==> config.mk <==
export PLATFORM = sky130hd
export DESIGN_NAME = multicycle_ctrl_fsm
export DESIGN_NICKNAME = d
export VERILOG_FILES = /design/src/rtl/multicycle_ctrl_fsm.sv
export SDC_FILE = /design/constraint.sdc
export NUM_CORES = 1
export LEC_CHECK = 0
export ABC_AREA = 1
export CAP_MARGIN = 30
export CORE_AREA = 10 10 49 51
export CTS_CLUSTER_SIZE = 30
export DETAILED_ROUTE_END_ITERATION = 10
export DIE_AREA = 0 0 59 61
export PLACE_DENSITY = 0.73
export SLEW_MARGIN = 20
export SYNTH_ARGS = -nofsm -noshare
export SYNTH_HDL_FRONTEND = slang
export SYNTH_SLANG_ARGS = --single-unit
==> constraint.sdc <==
create_clock -name clk -period 2 [get_ports clk]
set_clock_uncertainty 0.15 [all_clocks]
set_input_delay 0.5 -clock clk [delete_from_list [all_inputs] [get_ports clk]]
set_output_delay 0.5 -clock clk [all_outputs]
set_load 0.005 [all_outputs]
==> src/rtl/multicycle_ctrl_fsm.sv <==
// Main control state machine for the 16-bit multicycle RISC core.
//
// Each instruction is sequenced through FETCH / DECODE / EXEC / MEM / WB. The FSM drives
// every datapath load enable and mux select, and stops in HALT until reset.
//
// Optional feature: define RETIRE_CNT_EN to add the retired_cnt output. It is a CNT_W-bit
// count of retired instructions that wraps to 0 and is cleared by rst.
//
// Ports:
//   clk          in   system clock, rising edge
//   rst          in   asynchronous active-high reset; all outputs read 0 while it is high
//   opcode       in   Ins[15:11] from the instruction register
//   jump         in   jump class: 00 none, 01 uncond, 10 branch-if-zero, 11 branch-if-not-zero
//   zero         in   ALU zero flag, valid in EXEC
//   mem_ready    in   memory access completes this cycle
//   pc_write     out  PC load enable
//   pc_src       out  PC mux: 00 ALU (PC+1), 01 target register, 10 jump field
//   ir_write     out  instruction register load enable
//   mem_read     out  memory read strobe
//   mem_write    out  memory write strobe
//   iord         out  memory address mux: 0 PC, 1 ALU out
//   reg_write    out  register file write enable
//   mem_to_reg   out  writeback mux: 0 ALU out, 1 memory data
//   alu_src_a    out  0 PC, 1 register A
//   alu_src_b    out  00 register B, 01 constant 1, 10 sign-extended immediate
//   alu_op       out  ALU function code (000 ADD, 001 SUB, ...)
//   target_write out  branch target register load enable
//   instr_done   out  one-cycle pulse when an instruction retires
//   halted       out  high in HALT
//   state        out  current state encoding (debug)
//   retired_cnt  out  retired-instruction count (RETIRE_CNT_EN builds only)
module multicycle_ctrl_fsm #(
  parameter logic [4:0]  LOAD_OPC  = 5'b01000,
  parameter logic [4:0]  STORE_OPC = 5'b01001,
  parameter logic [4:0]  HALT_OPC  = 5'b11111,
  parameter int unsigned CNT_W     = 16
) (
  input  logic             clk,
  input  logic             rst,
  input  logic [4:0]       opcode,
  input  logic [1:0]       jump,
  input  logic             zero,
  input  logic             mem_ready,
  output logic             pc_write,
  output logic [1:0]       pc_src,
  output logic             ir_write,
  output logic             mem_read,
  output logic             mem_write,
  output logic             iord,
  output logic             reg_write,
  output logic             mem_to_reg,
  output logic             alu_src_a,
  output logic [1:0]       alu_src_b,
  output logic [2:0]       alu_op,
  output logic             target_write,
  output logic             instr_done,
  output logic             halted,
  output logic [2:0]       state
`ifdef RETIRE_CNT_EN
  ,
  output logic [CNT_W-1:0] retired_cnt
`endif
);

  typedef enum logic [2:0] {
    StFetch  = 3'd0,
    StDecode = 3'd1,
    StExec   = 3'd2,
    StMem    = 3'd3,
    StWb     = 3'd4,
    StHalt   = 3'd5,
    StBad6   = 3'd6,
    StBad7   = 3'd7
  } state_e;

  state_e state_q, state_d;

  // Raw (ungated) control values; the ports are these values forced to 0 during reset.
  logic       pc_write_c;
  logic [1:0] pc_src_c;
  logic       ir_write_c;
  logic       mem_read_c;
  logic       mem_write_c;
  logic       iord_c;
  logic       reg_write_c;
  logic       mem_to_reg_c;
  logic       alu_src_a_c;
  logic [1:0] alu_src_b_c;
  logic [2:0] alu_op_c;
  logic       target_write_c;
  logic       instr_done_c;
  logic       halted_c;

  logic is_load;
  logic is_store;

  // opcode comes straight from the IR; it only changes in FETCH, so it is stable from DECODE on.
  assign is_load  = (opcode == LOAD_OPC);
  assign is_store = (opcode == STORE_OPC);

  always_ff @(posedge clk or posedge rst) begin
    if (rst) begin
      state_q <= StFetch;
    end else begin
      state_q <= state_d;
    end
  end

  always_comb begin
    state_d        = state_q;
    pc_write_c     = 1'b0;
    pc_src_c       = 2'b00;
    ir_write_c     = 1'b0;
    mem_read_c     = 1'b0;
    mem_write_c    = 1'b0;
    iord_c         = 1'b0;
    reg_write_c    = 1'b0;
    mem_to_reg_c   = 1'b0;
    alu_src_a_c    = 1'b0;
    alu_src_b_c    = 2'b00;
    alu_op_c       = 3'b000;
    target_write_c = 1'b0;
    instr_done_c   = 1'b0;
    halted_c       = 1'b0;

    case (state_q)
      StFetch: begin
        // Read IR from mem[PC] while the ALU computes PC+1. The read strobe is held until ready.
        mem_read_c  = 1'b1;
        alu_src_b_c = 2'b01;
        if (mem_ready) begin
          ir_write_c = 1'b1;
          pc_write_c = 1'b1;
          state_d    = StDecode;
        end
      end

      StDecode: begin
        // Precompute the branch target PC+imm, whether or not it is needed later.
        alu_src_b_c    = 2'b10;
        target_write_c = 1'b1;
        state_d        = (opcode == HALT_OPC) ? StHalt : StExec;
      end

      StExec: begin
        if (jump == 2'b01) begin
          pc_write_c   = 1'b1;
          pc_src_c     = 2'b10;
          instr_done_c = 1'b1;
          state_d      = StFetch;
        end else if (jump != 2'b00) begin
          // Compare A with B by subtraction; take the target on zero (10) or on non-zero (11).
          alu_src_a_c  = 1'b1;
          alu_src_b_c  = 2'b00;
          alu_op_c     = 3'b001;
          pc_write_c   = (jump == 2'b10) ? zero : ~zero;
          pc_src_c     = 2'b01;
          instr_done_c = 1'b1;
          state_d      = StFetch;
        end else if (is_load || is_store) begin
          alu_src_a_c = 1'b1;
          alu_src_b_c = 2'b10;
          state_d     = StMem;
        end else if (opcode[4:3] == 2'b00) begin
          alu_src_a_c = 1'b1;
          alu_src_b_c = 2'b00;
          alu_op_c    = opcode[2:0];
          state_d     = StWb;
        end else begin
          instr_done_c = 1'b1;
          state_d      = StFetch;
        end
      end

      StMem: begin
        iord_c      = 1'b1;
        mem_read_c  = is_load;
        mem_write_c = is_store;
        if (mem_ready) begin
          if (is_load) begin
            state_d = StWb;
          end else begin
            instr_done_c = 1'b1;
            state_d      = StFetch;
          end
        end
      end

      StWb: begin
        reg_write_c  = 1'b1;
        mem_to_reg_c = is_load;
        instr_done_c = 1'b1;
        state_d      = StFetch;
      end

      StHalt: begin
        halted_c = 1'b1;
      end

      default: begin
        // Unused encodings recover to FETCH with every output low.
        state_d = StFetch;
      end
    endcase
  end

  // Reset masks the outputs combinationally, so strobes drop in the same cycle rst rises.
  always_comb begin
    pc_write     = pc_write_c & ~rst;
    pc_src       = pc_src_c & {2{~rst}};
    ir_write     = ir_write_c & ~rst;
    mem_read     = mem_read_c & ~rst;
    mem_write    = mem_write_c & ~rst;
    iord         = iord_c & ~rst;
    reg_write    = reg_write_c & ~rst;
    mem_to_reg   = mem_to_reg_c & ~rst;
    alu_src_a    = alu_src_a_c & ~rst;
    alu_src_b    = alu_src_b_c & {2{~rst}};
    alu_op       = alu_op_c & {3{~rst}};
    target_write = target_write_c & ~rst;
    instr_done   = instr_done_c & ~rst;
    halted       = halted_c & ~rst;
    state        = rst ? 3'd0 : state_q;
  end

`ifdef RETIRE_CNT_EN
  logic [CNT_W-1:0] cnt_q, cnt_d;

  always_ff @(posedge clk or posedge rst) begin
    if (rst) begin
      cnt_q <= '0;
    end else begin
      cnt_q <= cnt_d;
    end
  end

  // Wraps naturally from all-ones to 0. HALT never retires, so the count freezes there.
  always_comb begin
    cnt_d = cnt_q;
    if (instr_done_c && (state_q != StHalt)) begin
      cnt_d = cnt_q + 1'b1;
    end
  end

  assign retired_cnt = cnt_q;
`else
  logic [31:0] unused_cnt_w;
  assign unused_cnt_w = CNT_W;
`endif

endmodule
Word level (Yosys, flattened, before mapping)

Index checks and enable logic that the tools add are counted.

Register bits: 3
Latch bits: 0
Bits in writable memories: 0
Memory bits (read-only): 0
Input port bits: 11
Output and inout port bits: 21
Logic and storage cells: 82
Memories kept: 0

Add/subtract/negate cells: 0
Multipliers: 0
Divide/modulo/power cells: 0
$lt $le $gt $ge: 0
Eq/ne operators: 12
Shift operators: 0
Mux-type cells: 47
Bitwise logic cells: 17
Reduce and logical (&&, ||, !) cells: 5

Operators with widths:

| kind                                                             | number |
|---|---|
| 3-bit 2-to-1 mux                                                 | 14 |
| 1-bit 2-to-1 mux                                                 | 23 |
| 3-bit case mux with 5 select lines                               | 1 |
| 1-bit bitwise AND                                                | 11 |
| 5-bit by 4-bit == test with 1-bit output (second input constant) | 2 |
| 2-bit 2-to-1 mux                                                 | 5 |
| 3-bit by 2-bit == test with 1-bit output (second input constant) | 2 |
| 3-bit == test (second input constant)                            | 2 |
| 2-bit case mux with 3 select lines                               | 1 |
| 5-bit == test (second input constant)                            | 1 |
| 2-bit bitwise AND                                                | 2 |
| 2-bit inequality test (second input constant)                    | 2 |
| 1-bit case mux with 2 select lines                               | 2 |
| 3-bit bitwise AND                                                | 1 |
| 3-bit by 1-bit == test with 1-bit output (second input constant) | 1 |
| 3-bit zero test                                                  | 1 |
| 1-bit NOT                                                        | 3 |
| 1-bit case mux with 3 select lines                               | 1 |
| 3-bit AND reduction                                              | 1 |
| 2-bit by 1-bit == test with 1-bit output (second input constant) | 1 |
| 2-bit == test (second input constant)                            | 1 |
| 2-bit zero test                                                  | 1 |
| 2-bit nonzero test                                               | 1 |
| 1-bit logical OR                                                 | 1 |

Depth between registers and ports, before layout

Depth after elaboration: 7
Mapped depth: 8
Gate-level depth less buffers: 8

Worst setup path before layout

Ideal clock, no wire load.

Kind: input port to output port
Start point: input port rst
End point: output port pc_write
Data arrival time: 1047 ps
Data required time: 1350 ps
Slack: 303 ps
Stages: 4
Buffers on the path: 0
Cell sequence: inv_1 nand3_1 nor2_1 a31o_2

Longest elaborated chain between the ends: 2

Ends and longest elaborated chain:

| element            | RTL line | source |
|---|---|---|
| start: declaration | 39       | `input logic rst,` |
| 1-bit NOT          | 209      | `pc_write = pc_write_c & ~rst;` |
| 1-bit bitwise AND  | 209      |  |
| end: declaration   | 44       | `output logic pc_write,` |

No other way between the ends.

Worst setup path after layout

Start point: register state_q[0]
End point: output port alu_src_b[1]

Longest elaborated chain between the ends: 3
Elaborated cells on any way between the ends: 5
Classes of those cells: eq/ne (2); mux (1); bitwise (1); reduce/logical (1)

Ends and longest elaborated chain:

| element                                                          | RTL line | source |
|---|---|---|
| start: declaration                                               | 76       | `state_e state_q, state_d;` |
| start signal: assignment                                         | 103      | `state_q <= StFetch;` |
| start signal: assignment                                         | 105      | `state_q <= state_d;` |
| 3-bit by 2-bit == test with 1-bit output (tied with other cells) | 126      | `case (state_q)` |
| 2-bit case mux with 3 select lines (*)                           | 126      |  |
| 2-bit bitwise AND (*)                                            | 218      | `alu_src_b = alu_src_b_c & {2{~rst}};` |
| end: declaration                                                 | 53       | `output logic [1:0] alu_src_b,` |

Every way passes the cells marked *; elsewhere a longest branch is shown, timed or not.

==> impl_summary.txt <==
----------------------------------------------------
[Cells and area]
  Leading cell type in the layout, fill and taps excluded ... buf_4
  Ratio of cells with drive above 1 in the final layout ... between 50 and 60%
  Largest register FFs ... 3
  Most frequent cells in the layout ... buf_4, nand2_1, nor2_1, buf_2
  Core utilization of the finished layout ... around 74%
  Post-route cell area ... between 1000 and 1500 sq um
  Net total in the final layout ... between 150 and 200
  Register with the most flip-flops ... state_q
  Number of non-filler instances in the completed layout ... 177
  Antenna diode count ... 0
  Registers with the highest flip-flop counts ... state_q: 3 flops
  P&R area growth vs syn ... 132%

[Yosys]
  Post-synthesis sequential area ratio ... about 16%
  Post-synthesis cell type count ... 14
  Mapped cell area ... 473 sq um
  Mapped Cells ... 96
  Number of warnings issued by yosys ... 0
  Synthesized area divided by synthesized cell count ... around 4.9 sq um
  Post-synthesis net count ... roughly 110
  Total of flip-flops plus latches after synthesis ... 3

[Clock network]
  Number of H-tree branching levels ... 1
  Clock root buffer ... clkbuf_4
  Total CTS buffers ... 3
  Clock-pin slew on the worst setup and hold paths ... about 0.040 ns
  Hold buffer count at cts ... 0
  Worst skew pair latency ... around 0.23 ns
  CTS max path bufs ... 2
  CTS tree ... built
  Total clock sinks ... 3

[Run status]
  Violated checks ... setup timing
  Run status ... finished with violations

[Power]
  Largest voltage drop on the vdd net ... between 0.0006 and 0.0007 V
  Power Total ... about 0.00092 W
  Static Leakage ... 0.606 nW
  Power density normalized to cell area ... between 800 and 900 nW/um^2

[Worst setup path]
  Sort of element at the end of the critical path ... output port
  Type of element launching the critical path ... register
  Arrival time of data at the critical path endpoint ... around 1.4 ns
  Type of the worst setup path ... reg -> out
  Data required time at the worst endpoint ... between 1 and 1.5 ns
  CP Max Fanout ... 6

[Floorplan]
  Die Outline Area ... about 3600 sq um
  Horizontal die dimension ... between 50 and 60 um
  Floorplan row count ... 14
  Core Footprint ... roughly 1500 sq um
  I/O pin count ... 32
  Height of the die ... between 60 and 70 um
  Effective utilization at floorplan ... between 30% and 40%

[Drt]
  Post-route antenna net violation count ... 0
  Iteration count of the initial detailed-routing pass ... 4
  Number of design-rule violations left by the first detailed-router iteration ... 31
  Drt wl/cell ... ~14 um
  Count of unresolved DRC violations after routing ... 0
  Final Routed Wirelength ... approximately 2400 um
  Routed via count divided by cell count ... 4.89
  Total number of vias ... ~870

[Global route]
  Largest net degree at the start of global routing ... 14
  First-pass GRT wire length ... 3680 um
  Initial antenna violation count ... 0
  All-Layer GR Usage ... 12.7%
  Leftover overflow at the end of global routing ... 0
  Via count of the first global-routing pass ... between 800 and 900

[STA]
  Fmax ... a little under 0.5 GHz
  Final worst setup slack ... -0.0739 ns
  RSZ-0062 raised after global routing ... true
  Max transition margin ... between 80 and 90%
  Fin crit period ... just over 2 ns
  Final cycle utilization of the critical path ... 104%
  Final-report hold violation count ... 0
  Number of setup violations in the final report ... 8
  Total count of max-transition violations in the final report ... 0
  Transition time at the pin with the least slew margin ... between 0.2 and 0.25 ns

[Placement]
  Final weighted congestion of routability-driven global placement ... around 0.8
  Placed Area ... 950 sq um
  Post-placement cell count ... approximately 160
  Port bufs ... 31
  HPWL Detailed ... around 1700 um

[Worst hold path]
  Min-Delay Path Class ... in -> async

[Run]
  # Max-Cap Violations ... 0

----------------------------------------------------
[final timing paths]
check	start	end	slack, ns	cells past startpoint
setup / recovery	state_q[0]$_DFFE_PP0P_	alu_src_b[1]	-0.07	6
hold / removal	rst	state_q[2]$_DFFE_PP0P_	0.23	3
setup reg to reg	state_q[0]$_DFFE_PP0P_	state_q[0]$_DFFE_PP0P_	0.41	8
hold reg to reg	state_q[2]$_DFFE_PP0P_	state_q[2]$_DFFE_PP0P_	0.59	4
max in group asynchronous	rst	state_q[0]$_DFFE_PP0P_	1.35	3
min in group clk	mem_ready	state_q[1]$_DFFE_PP0P_	0.53	2
[synthesized netlist by cell type, drive strengths merged]
cell type | n | area [sq um]
nand4 | 1 | 6.26
dfrtp | 3 | 75.1
xor2 | 1 | 8.76
a21oi | 5 | 25.0
nand3 | 9 | 45.0
o21ai | 2 | 10.0
nand2 | 25 | 93.8
o211ai | 1 | 7.51
a31o | 1 | 8.76
clkbuf | 1 | 3.75
nor2 | 28 | 113
inv | 15 | 56.3
nor3 | 4 | 20.0
[cell families after synthesis]
kind of cell           count (synthesis)  share of synthesized area [%]
AND/OR/NAND/NOR                       67                           58.7
flip-flops                             3                           15.9
buffers and inverters                 16                           12.7
XOR/XNOR                               1                           1.85
AO/OA/AOI/OAI                          9                           10.8
[worst max-delay path, stage by stage, from the launching register on]
cell     delay, ns
dfrtp_2       0.43
buf_6         0.14
nor2_4        0.16
buf_4         0.15
nand3_4       0.07
a21oi_2       0.13
buf_2         0.12
[power breakdown]
part	leakage (nW)	internal (W)	total, W	switching, W
combinational	0.555	0.000352	0.000694	0.000342
clock	0.0150	0.0000748	0.000106	0.0000312
sequential	0.0365	0.0000858	0.000123	0.0000376
total	0.606	0.000513	0.000923	0.000410
[through the flow]
stage	worst slack, ns	setup TNS, ns	hold slack (ns)
after CTS	-0.168	-0.419	0.213
after global placement	-0.713	-10.90	0.492
after global routing	-0.136	-0.976	0.234
final	-0.0739	-0.275	0.226
after floorplan	0.303	0	0.137
after detailed placement	-0.772	-11.29	0.496
[layout make-up]
type | count | area [sq um]
sequential | 3 | 77.6
multi-input combinational | 77 | 464
fill | 119 | 375
timing repair buffer | 62 | 452
tap | 16 | 20.0
clock buffer | 4 | 26.3
inverter | 15 | 56.3
[metal layers]
layer	GRT usage [%]	part of all wire (%)
met5	0	0
met4	7.21	1.8
met3	5.01	7.7
met2	21.2	50
met1	13.4	40
[what timing repair did]
| action | 4_1_cts | 5_1_grt |
|---|---|---|
| gates resized for setup | 107 | 30 |
| setup endpoints to repair | 21 | 17 |
| pin swaps | 13 | 10 |
| setup buffers | 9 | 5 |
Power figures use the tool's default switching activity.
